===== src/rtl/fb_write_ctrl.sv =====
// fb_write_ctrl: framebuffer write-port arbiter between MCU pixel access and a rectangle-fill engine
//
// Ports:
//   CLK, RST            clock, synchronous active-high reset
//   MCU_WE/ADDR/WD      MCU single-pixel write (fixed priority over the fill engine)
//   MCU_RD              readback from RAM RD1, valid while MCU_BUSY = 0
//   MCU_BUSY            high while the fill engine owns the port (state != IDLE)
//   FILL_START          fill request, sampled only in IDLE
//   FILL_X0/Y0/W/H      rectangle origin and size, clipped against COLS x ROWS
//   FILL_COLOR          fill color
//   FILL_BUSY           high in FILL and DONE
//   FILL_DONE           one-cycle completion pulse
//   RAM_WA/WD/WE        shared RAM write port, address = {row, col}
//   RAM_RD1             RAM read data for the shared port
module fb_write_ctrl #(
    parameter int COLS = 40,
    parameter int ROWS = 30
) (
    input  logic        CLK,
    input  logic        RST,
    input  logic        MCU_WE,
    input  logic [10:0] MCU_ADDR,
    input  logic [7:0]  MCU_WD,
    output logic [7:0]  MCU_RD,
    output logic        MCU_BUSY,
    input  logic        FILL_START,
    input  logic [5:0]  FILL_X0,
    input  logic [4:0]  FILL_Y0,
    input  logic [5:0]  FILL_W,
    input  logic [4:0]  FILL_H,
    input  logic [7:0]  FILL_COLOR,
    output logic        FILL_BUSY,
    output logic        FILL_DONE,
    output logic [10:0] RAM_WA,
    output logic [7:0]  RAM_WD,
    output logic        RAM_WE,
    input  logic [7:0]  RAM_RD1
);
    typedef enum logic [1:0] {IDLE, FILL, DONE} state_t;

    state_t     state_q, state_d;
    logic [5:0] x_q, x_d, x0_q, x0_d, xl_q, xl_d;
    logic [4:0] y_q, y_d, yl_q, yl_d;
    logic [7:0] color_q, color_d;
    logic       hold_q, hold_d, busy_q, busy_d, done_q, done_d;
    logic [6:0] cols_left, rows_left, wc, hc;
    logic [5:0] x_end;
    logic [4:0] y_end;
    logic       fill_wr;

    // Clipped extents in 7-bit arithmetic; last column/row are kept so the
    // engine only needs equality compares while painting.
    always_comb begin
        cols_left = 7'(COLS) - {1'b0, FILL_X0};
        rows_left = 7'(ROWS) - {2'b0, FILL_Y0};
        wc = ({1'b0, FILL_X0} >= 7'(COLS)) ? 7'd0 :
             (({1'b0, FILL_W} < cols_left) ? {1'b0, FILL_W} : cols_left);
        hc = ({2'b0, FILL_Y0} >= 7'(ROWS)) ? 7'd0 :
             (({2'b0, FILL_H} < rows_left) ? {2'b0, FILL_H} : rows_left);
        x_end = FILL_X0 + wc[5:0] - 6'd1;
        y_end = FILL_Y0 + hc[4:0] - 5'd1;
    end

    // A zero-area fill spends two cycles in DONE (hold_q set on entry) so its
    // pulse lands one cycle after the start, like a single-pixel fill.
    always_comb begin
        state_d = state_q;
        x_d     = x_q;
        y_d     = y_q;
        x0_d    = x0_q;
        xl_d    = xl_q;
        yl_d    = yl_q;
        color_d = color_q;
        hold_d  = 1'b0;
        case (state_q)
            IDLE: begin
                if (FILL_START) begin
                    x0_d    = FILL_X0;
                    x_d     = FILL_X0;
                    y_d     = FILL_Y0;
                    xl_d    = x_end;
                    yl_d    = y_end;
                    color_d = FILL_COLOR;
                    if (wc != 7'd0 && hc != 7'd0) begin
                        state_d = FILL;
                    end else begin
                        state_d = DONE;
                        hold_d  = 1'b1;
                    end
                end
            end
            FILL: begin
                // An MCU write steals the port; the engine holds its position.
                if (!MCU_WE) begin
                    if (x_q == xl_q) begin
                        x_d = x0_q;
                        if (y_q == yl_q) state_d = DONE;
                        else             y_d = y_q + 5'd1;
                    end else begin
                        x_d = x_q + 6'd1;
                    end
                end
            end
            DONE:    state_d = hold_q ? DONE : IDLE;
            default: state_d = IDLE;
        endcase
        busy_d = state_d != IDLE;
        done_d = state_d == DONE && !hold_d;
    end

    always_ff @(posedge CLK) begin
        if (RST) begin
            state_q <= IDLE;
            x_q     <= '0;
            y_q     <= '0;
            x0_q    <= '0;
            xl_q    <= '0;
            yl_q    <= '0;
            color_q <= '0;
            hold_q  <= 1'b0;
            busy_q  <= 1'b0;
            done_q  <= 1'b0;
        end else begin
            state_q <= state_d;
            x_q     <= x_d;
            y_q     <= y_d;
            x0_q    <= x0_d;
            xl_q    <= xl_d;
            yl_q    <= yl_d;
            color_q <= color_d;
            hold_q  <= hold_d;
            busy_q  <= busy_d;
            done_q  <= done_d;
        end
    end

    assign fill_wr   = state_q == FILL && !MCU_WE;
    assign RAM_WA    = fill_wr ? {y_q, x_q} : MCU_ADDR;
    assign RAM_WD    = fill_wr ? color_q : MCU_WD;
    assign RAM_WE    = !RST && (fill_wr || MCU_WE);
    assign MCU_RD    = RAM_RD1;
    assign MCU_BUSY  = busy_q;
    assign FILL_BUSY = busy_q;
    assign FILL_DONE = done_q;
endmodule


===== config.mk =====
export PLATFORM = sky130hd
export DESIGN_NAME = fb_write_ctrl
export DESIGN_NICKNAME = d
export VERILOG_FILES = /design/src/rtl/fb_write_ctrl.sv
export SDC_FILE = /design/constraint.sdc
export NUM_CORES = 1
export LEC_CHECK = 0
export BUFFER_PORTS_ARGS = -buffer_cell sky130_fd_sc_hd__buf_4
export CAP_MARGIN = 25
export CORE_MARGIN = 1
export CORE_UTILIZATION = 58
export DETAILED_ROUTE_END_ITERATION = 8
export GPL_ROUTABILITY_DRIVEN = 0
export HOLD_SLACK_MARGIN = 0.06
export PLACE_DENSITY = 0.95
export SLEW_MARGIN = 20
export SYNTH_ARGS = -nofsm -noshare
export SYNTH_HDL_FRONTEND = slang
export SYNTH_SLANG_ARGS = --single-unit

===== constraint.sdc =====
create_clock -name CLK -period 11.24 [get_ports CLK]
set_input_delay 0.562 -clock CLK [delete_from_list [all_inputs] [get_ports CLK]]
set_output_delay 0.562 -clock CLK [all_outputs]
set_load 0.01 [all_outputs]

# Word level (Yosys, flattened, before mapping)

Index checks and enable logic that the tools add are counted.

Flip-flop bits (word level): 41
Input bits: 61
Output and inout bits: 31

Multiplexer cells: 25
Equal/unequal tests: 9
Reduce and logical (&&, ||, !) cells: 16
Order comparisons: 4
$add $sub $neg: 8

Operator list:

| cell                | number |
|---|---|
| $mux 7              | 4 |
| $mux 5              | 4 |
| $mux 6              | 3 |
| $reduce_bool 7->1   | 2 |
| $mux 2              | 6 |
| $pmux 6 s2          | 1 |
| $mux 11             | 1 |
| $pmux 5 s2          | 1 |
| $mux 8              | 1 |
| $ne 2x2->1 const B  | 4 |
| $lt 5x7->1          | 1 |
| $lt 6x7->1          | 1 |
| $sub 6x6->7 const A | 1 |
| $add 6x1->6 const B | 1 |
| $add 6x6->6         | 1 |
| $eq 6x6->1          | 1 |
| $ge 6x6->1 const B  | 1 |
| $pmux 2 s3          | 1 |
| $sub 5x5->6 const A | 1 |
| $sub 6x1->6 const B | 1 |
| $add 5x1->5 const B | 1 |
| $add 5x5->5         | 1 |
| $eq 5x5->1          | 1 |
| $ge 5x5->1 const B  | 1 |
| other kinds (12)    | 21 |

# Depth between registers and ports, before layout

Gate-level depths: netlist of the first run.

Word-level depth: 11
Gate-level depth with buffers: 23

# Worst setup path before layout of the first run

OpenSTA, ideal clock, no wires.

Kind: input to register
Start point: in FILL_X0[0]
End point: reg xl_q[5]
Data required time: 11.154 ns
Stages on the path: 22
Arrival: 4.396 ns
Slack: 6.758 ns
Buffers on the path: 0
Cells stage by stage: nor3_1 nor2_1 nor3_1 nor2_1 ha_1 and2_1 nand2_1 o21a_1 nor2_1 mux2_2 nand2_1 ha_1 inv_1 ha_1 inv_1 fa_1 nand2b_1 a21oi_1 xnor2_1 a21o_1 o221ai_1 a211oi_1

Longest elaborated chain between the ends: 6
Elaborated cells on any way between the ends: 7
Classes of those cells: add/sub: 3; order compare: 2; mux: 2

RTL lines:

| item                   | RTL line | text |
|---|---|---|
| start: declaration     | 27       | `input logic [5:0] FILL_X0,` |
| $sub 6x6->7            | 54       | `cols_left = 7'(COLS) - {1'b0, FILL_X0};` |
| $lt 6x7->1             | 57       | `(({1'b0, FILL_W} < cols_left) ? {1'b0, FILL_W} : cols_left);` |
| $mux 7                 | 57       |  |
| $mux 7                 | 56       | `wc = ({1'b0, FILL_X0} >= 7'(COLS)) ? 7'd0 :` |
| $add 6x6->6 *          | 60       | `x_end = FILL_X0 + wc[5:0] - 6'd1;` |
| $sub 6x1->6 *          | 60       |  |
| end signal: assignment | 128      | `xl_q <= xl_d;` |
| end: declaration       | 42       | `logic [5:0] x_q, x_d, x0_q, x0_d, xl_q, xl_d;` |

Every way passes the cells marked *; elsewhere a longest branch is shown, timed or not.
A chain may end at the register's enable or synchronous reset.

# Worst setup path in the final report of the first run

Ends and elaborated chain as after synthesis.

==> summary.md, run 1 <==
| Metric | Value |
|---|---|
| Fraction of layout cells with a size suffix above 1 | 0.230 |
| Buf/Inv on CP | 3 |
| DRT Wirelength | 9620 um |
| Delay contributed by the slowest stage of the critical path | 0.45 ns |
| Placement Setup Slack | 6.01 ns |
| Most used standard cell by instance count after synthesis | sky130_fd_sc_hd__nand2_1 |
| Clock tree skew after final layout | 0.00304 ns |
| Synthesis-stage register bit count | 41 |
| Total vias in the final route | 3537 |
| Switching Share | 0.377 |
| Pin count of the biggest net entering global routing | 42 |
| Cell type with the highest aggregate area in the netlist | sky130_fd_sc_hd__dfxtp_1 |
| Site Rows | 27 |
| Summed negative setup slack over all endpoints | 0 ns |
| Number of clock sinks | 41 |
| Number of resized instances in the post-cts repair step | 0 |
| Portion of total power attributed to sequential cells | 0.335 |
| Average wire per standard cell | 16.8 um |
| Slew at the pin closest to its max-slew limit | 0.910 ns |
| Arrival time worst endpoint | 5.15 ns |
| Initial DRC count | 259 |
| Critical Path, Cell by Cell | buf_4 > nor3_1 > nor2_1 > nor3_1 > nor2_1 > ha_1 > and2_1 > nand2_1 > o21a_1 > nor2_1 > mux2_2 > nand2_1 > ha_1 > inv_1 > ha_1 > inv_1 > fa_1 > nand2b_1 > a21oi_1 > xnor2_1 > a21o_1 > o221ai_1 > a211oi_1 |
| Worst hold-check path type | reg -> reg |
| Maximum VDD drop | 107 uV |
| Final antenna diode count | 0 |
| Post-CTS setup buffer count | 0 |
| Synthesis-to-finish area growth | 17.4% |
| Maximum number of buffers from clock root to sink | 2 |
| Proportion of power drawn by combinational gates | 0.436 |
| Final Slew Violations | 0 |
| Share of the synthesized area in the top cell type | 0.237 |
| Cell Int Power | 0.341 mW |
| Clk Latency, worst-skew pair | 0.29 ns |
| Clock slew at the register clock pins of the worst setup and hold paths | 0.08 ns |
| Inserted Clock Buffers | 5 |
| Quantity of I/O buffers inserted on ports | 75 |
| Root Driver | sky130_fd_sc_hd__clkbuf_8 |
| Relative slew slack | 0.392 |
| Mapped cell area | 0.00346 sq mm |
| Total number of nets in the final design | 593 |
| Vias in the first global route | 3406 |
| Async set or reset register ratio after synthesis | 0 |
| Count of max-cap constraint violations | 0 |
| Synth warnings | 0 |
| Initial cell density of the core | 0.613 |
| Number of hold buffers added after cts | 0 |
| GRT Residual Overflow | 0 |
| Crit path max-delay cell type | sky130_fd_sc_hd__nor2_1 |
| Post-synth net total | 541 |
| Clock tree from TritonCTS | yes |
| Pre-antenna DRT Iters | 5 |
| Count of cell types in the netlist | 54 |
| First-pass GRT wire length | 15500 um |
| Die H | 79.2 um |
| Total GRT Usage | 0.312 |
| Number of nets with antenna violations after routing | 0 |
| Highest clock frequency the design can meet | 0.202 GHz |
| Critical path required time | 11.44 ns |
| Final setup violation count | 0 |
| Critical path's top delay family | simple AND/OR/NAND/NOR gates |
| Post-synthesis average cell area | 7.72 sq um |
| Power dissipated by switching net loads | 0.206 mW |
| Total number of H-tree levels | 2 |
| Final hold violation count | 0 |
| Initial antenna violation count | 0 |
| Setup repair after global routing missed its margin | no |
| Clock power frac | 0.229 |
| Half-perimeter wire length after detailed placement | 7100 um |
| LEAKAGE | 1.82 nW |
| Type of element launching the critical path | input port |
| Die Area | 0.00627 sq mm |
| Dominant register cell in the synthesized netlist | sky130_fd_sc_hd__dfxtp_1 |
| Core Box Area | 0.00564 sq mm |
| Final critical-path required period | 4.95 ns |
| Average vias per placed instance | 6.17 |
| CP Capture Type | flop |
| Post-route setup slack | 6.29 ns |
| Die boundary width | 79.2 um |
| Sequential area share after synthesis | 0.237 |
| Synthesized netlist cell count | 448 |
| Kind of critical path | in -> reg |
| Io pins | 92 |
| Post-synth EDFFs | 0 |
| Result of the run | completed |
| Power density cells | 135 mW/mm^2 |
| Top cells by area in the synthesized netlist | sky130_fd_sc_hd__dfxtp_1, sky130_fd_sc_hd__ha_1, sky130_fd_sc_hd__nand2_1 |
| Post-route DRC violation count | 0 |
| Final critical-path share of the clock period | 0.441 |
| Biggest fanout along the worst timing path | 8 |
| Most instantiated cells after synthesis | sky130_fd_sc_hd__nand2_1, sky130_fd_sc_hd__a21oi_1, sky130_fd_sc_hd__dfxtp_1 |
[power groups by stage]
stage               Sequential [mW]  Combinational (mW)  Clock [mW]
finish                        0.183               0.239       0.125
global route                  0.185               0.264       0.131
global placement              0.184               0.218           0
CTS                           0.182               0.235       0.124
floorplan                     0.179               0.172           0
detailed placement            0.185               0.232           0
[stage by stage]
| stage | area, sq um | power, mW | utilization | cells | hold slack [ns] |
|---|---|---|---|---|---|
| after global placement | 3930 | 0.401 | 0.697 | 564 | 0.441 |
| after detailed placement | 3930 | 0.417 | 0.697 | 564 | 0.447 |
| after CTS | 4050 | 0.541 | 0.718 | 572 | 0.458 |
| after global routing | 4060 | 0.579 | 0.720 | 573 | 0.483 |
| after floorplan | 3460 | 0.351 | - | 448 | 0.433 |
| final | 4060 | 0.547 | 0.720 | 573 | 0.457 |
[worst paths after layout]
| kind | from | end | slack, ns | cells after the start |
|---|---|---|---|---|
| setup / recovery | FILL_X0[0] | xl_q[5] | 6.29 | 23 |
| hold / removal | color_q[3] | color_q[3] | 0.46 | 2 |
| setup reg to reg | state_q[1] | x_q[0] | 8.79 | 6 |
| hold reg to reg | color_q[3] | color_q[3] | 0.46 | 2 |
[kinds of logic (layout without fill, tap and decap cells)]
| logic type | after synthesis | count (layout) | share of synthesized area |
|---|---|---|---|
| AOI/OAI and AO/OA | 112 | 112 | 0.213 |
| xor gates and xnor gates | 28 | 28 | 0.0709 |
| adders and majority gates | 32 | 32 | 0.120 |
| buffers and inverters | 62 | 115 | 0.0869 |
| DFF | 41 | 41 | 0.237 |
| muxes | 23 | 23 | 0.0742 |
| and+or+nand+nor | 150 | 150 | 0.197 |
[per-layer routing]
layer / vias up / share of wire / GRT usage
met2: 194 / 0.52 / 0.570
met4: 0 / 0.030 / 0.136
met5: - / 0 / 0
met3: 36 / 0.073 / 0.0517
met1: 1644 / 0.37 / 0.353
li1: 1663 / - / -
[sequential cells by signal, summed over array words and instances, names as in the netlist]
signal and count:
FILL_DONE 1, state_q 2, x_q 6, y_q 5, FILL_BUSY 1, color_q 8
xl_q 6, x0_q 6, yl_q 5, hold_q 1
[cell type report]
type | count | area (sq um)
Fill cell | 428 | 1580
Sequential cell | 41 | 821
Timing Repair Buffer | 77 | 582
Clock buffer | 7 | 86.3
Multi-Input combinational cell | 345 | 2340
Inverter | 30 | 113
Clock inverter | 1 | 30.0
Tap cell | 72 | 90.1
[placed cells by master, fill, tap and decap left out, types with 7 or more instances in the layout]
cell type                  instances
sky130_fd_sc_hd__a211oi_1         11
sky130_fd_sc_hd__a21oi_1          45
sky130_fd_sc_hd__buf_4            76
sky130_fd_sc_hd__dfxtp_1          41
sky130_fd_sc_hd__ha_1             30
sky130_fd_sc_hd__inv_1            30
sky130_fd_sc_hd__mux2_2           21
sky130_fd_sc_hd__nand2_1          65
sky130_fd_sc_hd__nand2b_1          7
sky130_fd_sc_hd__nand3_1          15
sky130_fd_sc_hd__nor2_1           30
sky130_fd_sc_hd__nor3_1           11
sky130_fd_sc_hd__o211ai_1         10
sky130_fd_sc_hd__o21ai_0          14
sky130_fd_sc_hd__xnor2_1          14
sky130_fd_sc_hd__xor2_1           14
[worst reg2reg max path, delay by kind of cell (launching register included)]
family	cells	cell delay (ns)
and+or+nand+nor	3	1.35
DFF	1	0.41
AOI/OAI and AO/OA	2	0.37
buffers and inverters	1	0.24
No activity file was read; power rests on OpenSTA's default activity.
==> run 2: changes to the inputs <==
CORE_UTILIZATION = 49   (was 58)
PLACE_DENSITY = 0.88   (was 0.95)
clock period = 4.3 ns   (was 11.24 ns; I/O delays follow)
==> run 2 against run 1 <==
Cell count increased by 4.9%. Register-to-register slack worse by 7.2 ns. Clock power grew to 2.6 times the previous value. Global-route usage shrank 7.1 points. Clock skew is 0.0016 ns higher. Non-clock buffer count up 4. Combinational power rose to 2.6 times the previous value. Worst setup slack worse by 6.0 ns. Sequential power rose to 2.6 times the previous value. Worst hold slack worse by 0.29 ns. Via count decreased by 2.7%. Largest cell class unchanged. Largest power group unchanged. Highest routed layer unchanged.
==> summary.md, run 2 (synthesized netlist as in run 1, its figures left out) <==
| Metric | Value |
|---|---|
| Total number of H-tree levels | 2 (unchanged) |
| Final antenna diode count | 0 (unchanged) |
| Half-perimeter wire length after detailed placement | 6560 um (-7.5%) |
| Logic depth of the worst path, buffers included | 23 (unchanged) |
| Power density cells | 341 mW/mm^2 (+150%) |
| Clock tree skew after final layout | 0.00462 ns (+0.00158 ns) |
| Post-route DRC violation count | 0 (unchanged) |
| Crit path max-delay cell type | sky130_fd_sc_hd__fa_1 |
| Inserted Clock Buffers | 5 (unchanged) |
| Count of max-cap constraint violations | 0 (unchanged) |
| Initial antenna violation count | 0 (unchanged) |
| Critical Path, Cell by Cell | buf_4 > nor3_1 > nor2_1 > o21a_1 > nor2_1 > ha_1 > and2_1 > a221oi_2 > o21a_1 > nor2_2 > mux2_2 > nand2_1 > ha_1 > inv_1 > ha_1 > inv_1 > fa_1 > nand2b_1 > a21oi_1 > xnor2_1 > a21o_1 > o221ai_1 > a211oi_1 |
| Die boundary width | 86.0 um (+8.6%) |
| Fraction of the core area covered by cells at the end of the flow | 0.608 (-0.112) |
| Type of element launching the critical path | input port |
| Top library cells by usage in the layout, fill and taps aside | sky130_fd_sc_hd__buf_4, sky130_fd_sc_hd__nand2_1, sky130_fd_sc_hd__a21oi_1, sky130_fd_sc_hd__dfxtp_1 |
| Die Area | 0.00740 sq mm (+18%) |
| Most common cell after layout, fill and taps aside | sky130_fd_sc_hd__buf_4 |
| Pre-antenna DRT Iters | 5 (unchanged) |
| Worst Reg2Reg Path Length in Cells | 6 (unchanged) |
| Maximum number of buffers from clock root to sink | 2 (unchanged) |
| Core Box Area | 0.00679 sq mm (+20%) |
| LEAKAGE | 1.84 nW (+1.3%) |
| Site Rows | 30 (+11%) |
| Number of flip-flops under the largest register name | 8 (unchanged) |
| Io pins | 92 (unchanged) |
| Arrival time worst endpoint | 4.21 ns (-0.94 ns) |
| Final Slew Violations | 0 (unchanged) |
| Final critical-path required period | 4.00 ns |
| Quantity of I/O buffers inserted on ports | 75 (unchanged) |
| Total GRT Usage | 0.241 (-0.0714) |
| Initial cell density of the core | 0.509 (-0.104) |
| Summed negative setup slack over all endpoints | 0 ns (unchanged) |
| Clock tree from TritonCTS | yes |
| Root Driver | sky130_fd_sc_hd__clkbuf_8 |
| CP Capture Type | flop |
| Cell type with the highest occurrence count on the critical path | sky130_fd_sc_hd__ha_1 |
| Biggest fanout along the worst timing path | 7 (-1) |
| Result of the run | completed |
| Min Hold Slack | 0.162 ns (-0.294 ns) |
| Final hold violation count | 0 (unchanged) |
| Vias in the first global route | 3231 (-5.1%) |
| Delay contributed by the slowest stage of the critical path | 0.38 ns (-0.07 ns) |
| Final critical-path share of the clock period | 0.929 |
| Clk Latency, worst-skew pair | 0.29 ns (about the same) |
| Maximum VDD drop | 148 uV (+38%) |
| Relative slew slack | 0.408 (+0.0162) |
| Largest Register | color_q |
| Critical path's top delay family | compound AO/OA/AOI/OAI gates |
| First-pass GRT wire length | 14600 um (-5.7%) |
| Worst hold-check path type | in -> reg |
| Initial DRC count | 361 (+39%) |
| Average vias per placed instance | 5.72 (-7.3%) |
| Fraction of layout cells with a size suffix above 1 | 0.242 (+0.0120) |
| Critical path required time | 4.51 ns (-6.93 ns) |
| Clock slew at the register clock pins of the worst setup and hold paths | 0.08 ns (about the same) |
| Average wire per standard cell | 14.6 um (-13%) |
| Hold path depth | 3 (+1) |
| Die H | 86.0 um (+8.6%) |
| Slew at the pin closest to its max-slew limit | 0.888 ns (-0.0224 ns) |
| GRT Residual Overflow | 0 (unchanged) |
| Synthesis-to-finish area growth | 19.5% |
| Total number of nets in the final design | 597 (+0.67%) |
| Total vias in the final route | 3440 (-2.7%) |
| Highest clock frequency the design can meet | 0.250 GHz |
| Final setup violation count | 0 (unchanged) |
| Kind of critical path | in -> reg |
| Buf/Inv on CP | 3 (unchanged) |
| Number of clock sinks | 41 (unchanged) |
| Post-CTS setup buffer count | 0 (unchanged) |
| DRT Wirelength | 8750 um (-9.1%) |
| Pin count of the biggest net entering global routing | 42 (unchanged) |
| Number of nets with antenna violations after routing | 0 (unchanged) |
==> run 2: cell count changes in the layout (fill, tap and decap cells not counted) <==
cell	before	now
sky130_fd_sc_hd__buf_4	76	81
sky130_fd_sc_hd__a21oi_1	45	44
sky130_fd_sc_hd__a21oi_2	0	1
sky130_fd_sc_hd__a221oi_1	2	1
sky130_fd_sc_hd__a221oi_2	0	1
sky130_fd_sc_hd__buf_6	1	0
sky130_fd_sc_hd__nor3_1	11	10
sky130_fd_sc_hd__nor3_2	0	1
==> run 2: metal layers <==
metal,vias to the layer above,part of all wire,track usage
met4,0,0.0072,0.0667
met1,1636,0.44,0.317
met3,7,0.059,0.0202
met2,127,0.49,0.420
li1,1670,-,-
met5,-,0,0
==> run 2: worst register-to-register path: stages (launching register included) <==
cell                       delay, ns
sky130_fd_sc_hd__dfxtp_1        0.41
sky130_fd_sc_hd__nand2b_1       0.72
sky130_fd_sc_hd__nor2_1         0.40
sky130_fd_sc_hd__buf_4          0.30
sky130_fd_sc_hd__nor2_1         0.38
sky130_fd_sc_hd__a21oi_1        0.11
sky130_fd_sc_hd__a211oi_1       0.28
==> run 2: final timing paths <==
check                           slack (ns)    endpoint     startpoint
worst min-delay path                  0.16  color_q[0]  FILL_COLOR[0]
worst min register to register        0.46  color_q[0]     color_q[0]
worst max register to register        1.60      x_q[4]     state_q[1]
worst max-delay path                  0.30     xl_q[5]     FILL_X0[0]
==> run 2: through the flow <==
step / instance area, sq um / worst slack [ns] / power (mW) / std cells
6_report: 4130 / 0.304 / 1.41 / 601
5_1_grt: 4130 / -0.00426 / 1.50 / 601
4_1_cts: 4110 / 0.176 / 1.40 / 601
3_5_place_dp: 4000 / -0.128 / 1.08 / 593
3_3_place_gp: 4000 / 0.0834 / 1.06 / 593
2_1_floorplan: 3460 / 0.165 / 0.916 / 448
==> run 2: power by group <==
group	switching [mW]	total, mW	internal (mW)
Combinational	0.336	0.612	0.276
Sequential	0.0495	0.477	0.428
Clock	0.131	0.320	0.189
==> run 2: final cells by class <==
type,count,area (sq um)
Fill cell,576,2660
Multi-Input combinational cell,345,2350
Sequential cell,41,821
Timing Repair Buffer,81,608
Tap cell,96,120
Inverter,30,113
Clock buffer,7,86.3
Clock inverter,1,30.0
==> run 2: repair_timing <==
item                                    CTS  global route
endpoints found under the setup margin    0             1
hold endpoints to repair                  0             0
resized for setup                         0             4
hold buffers                              0             0
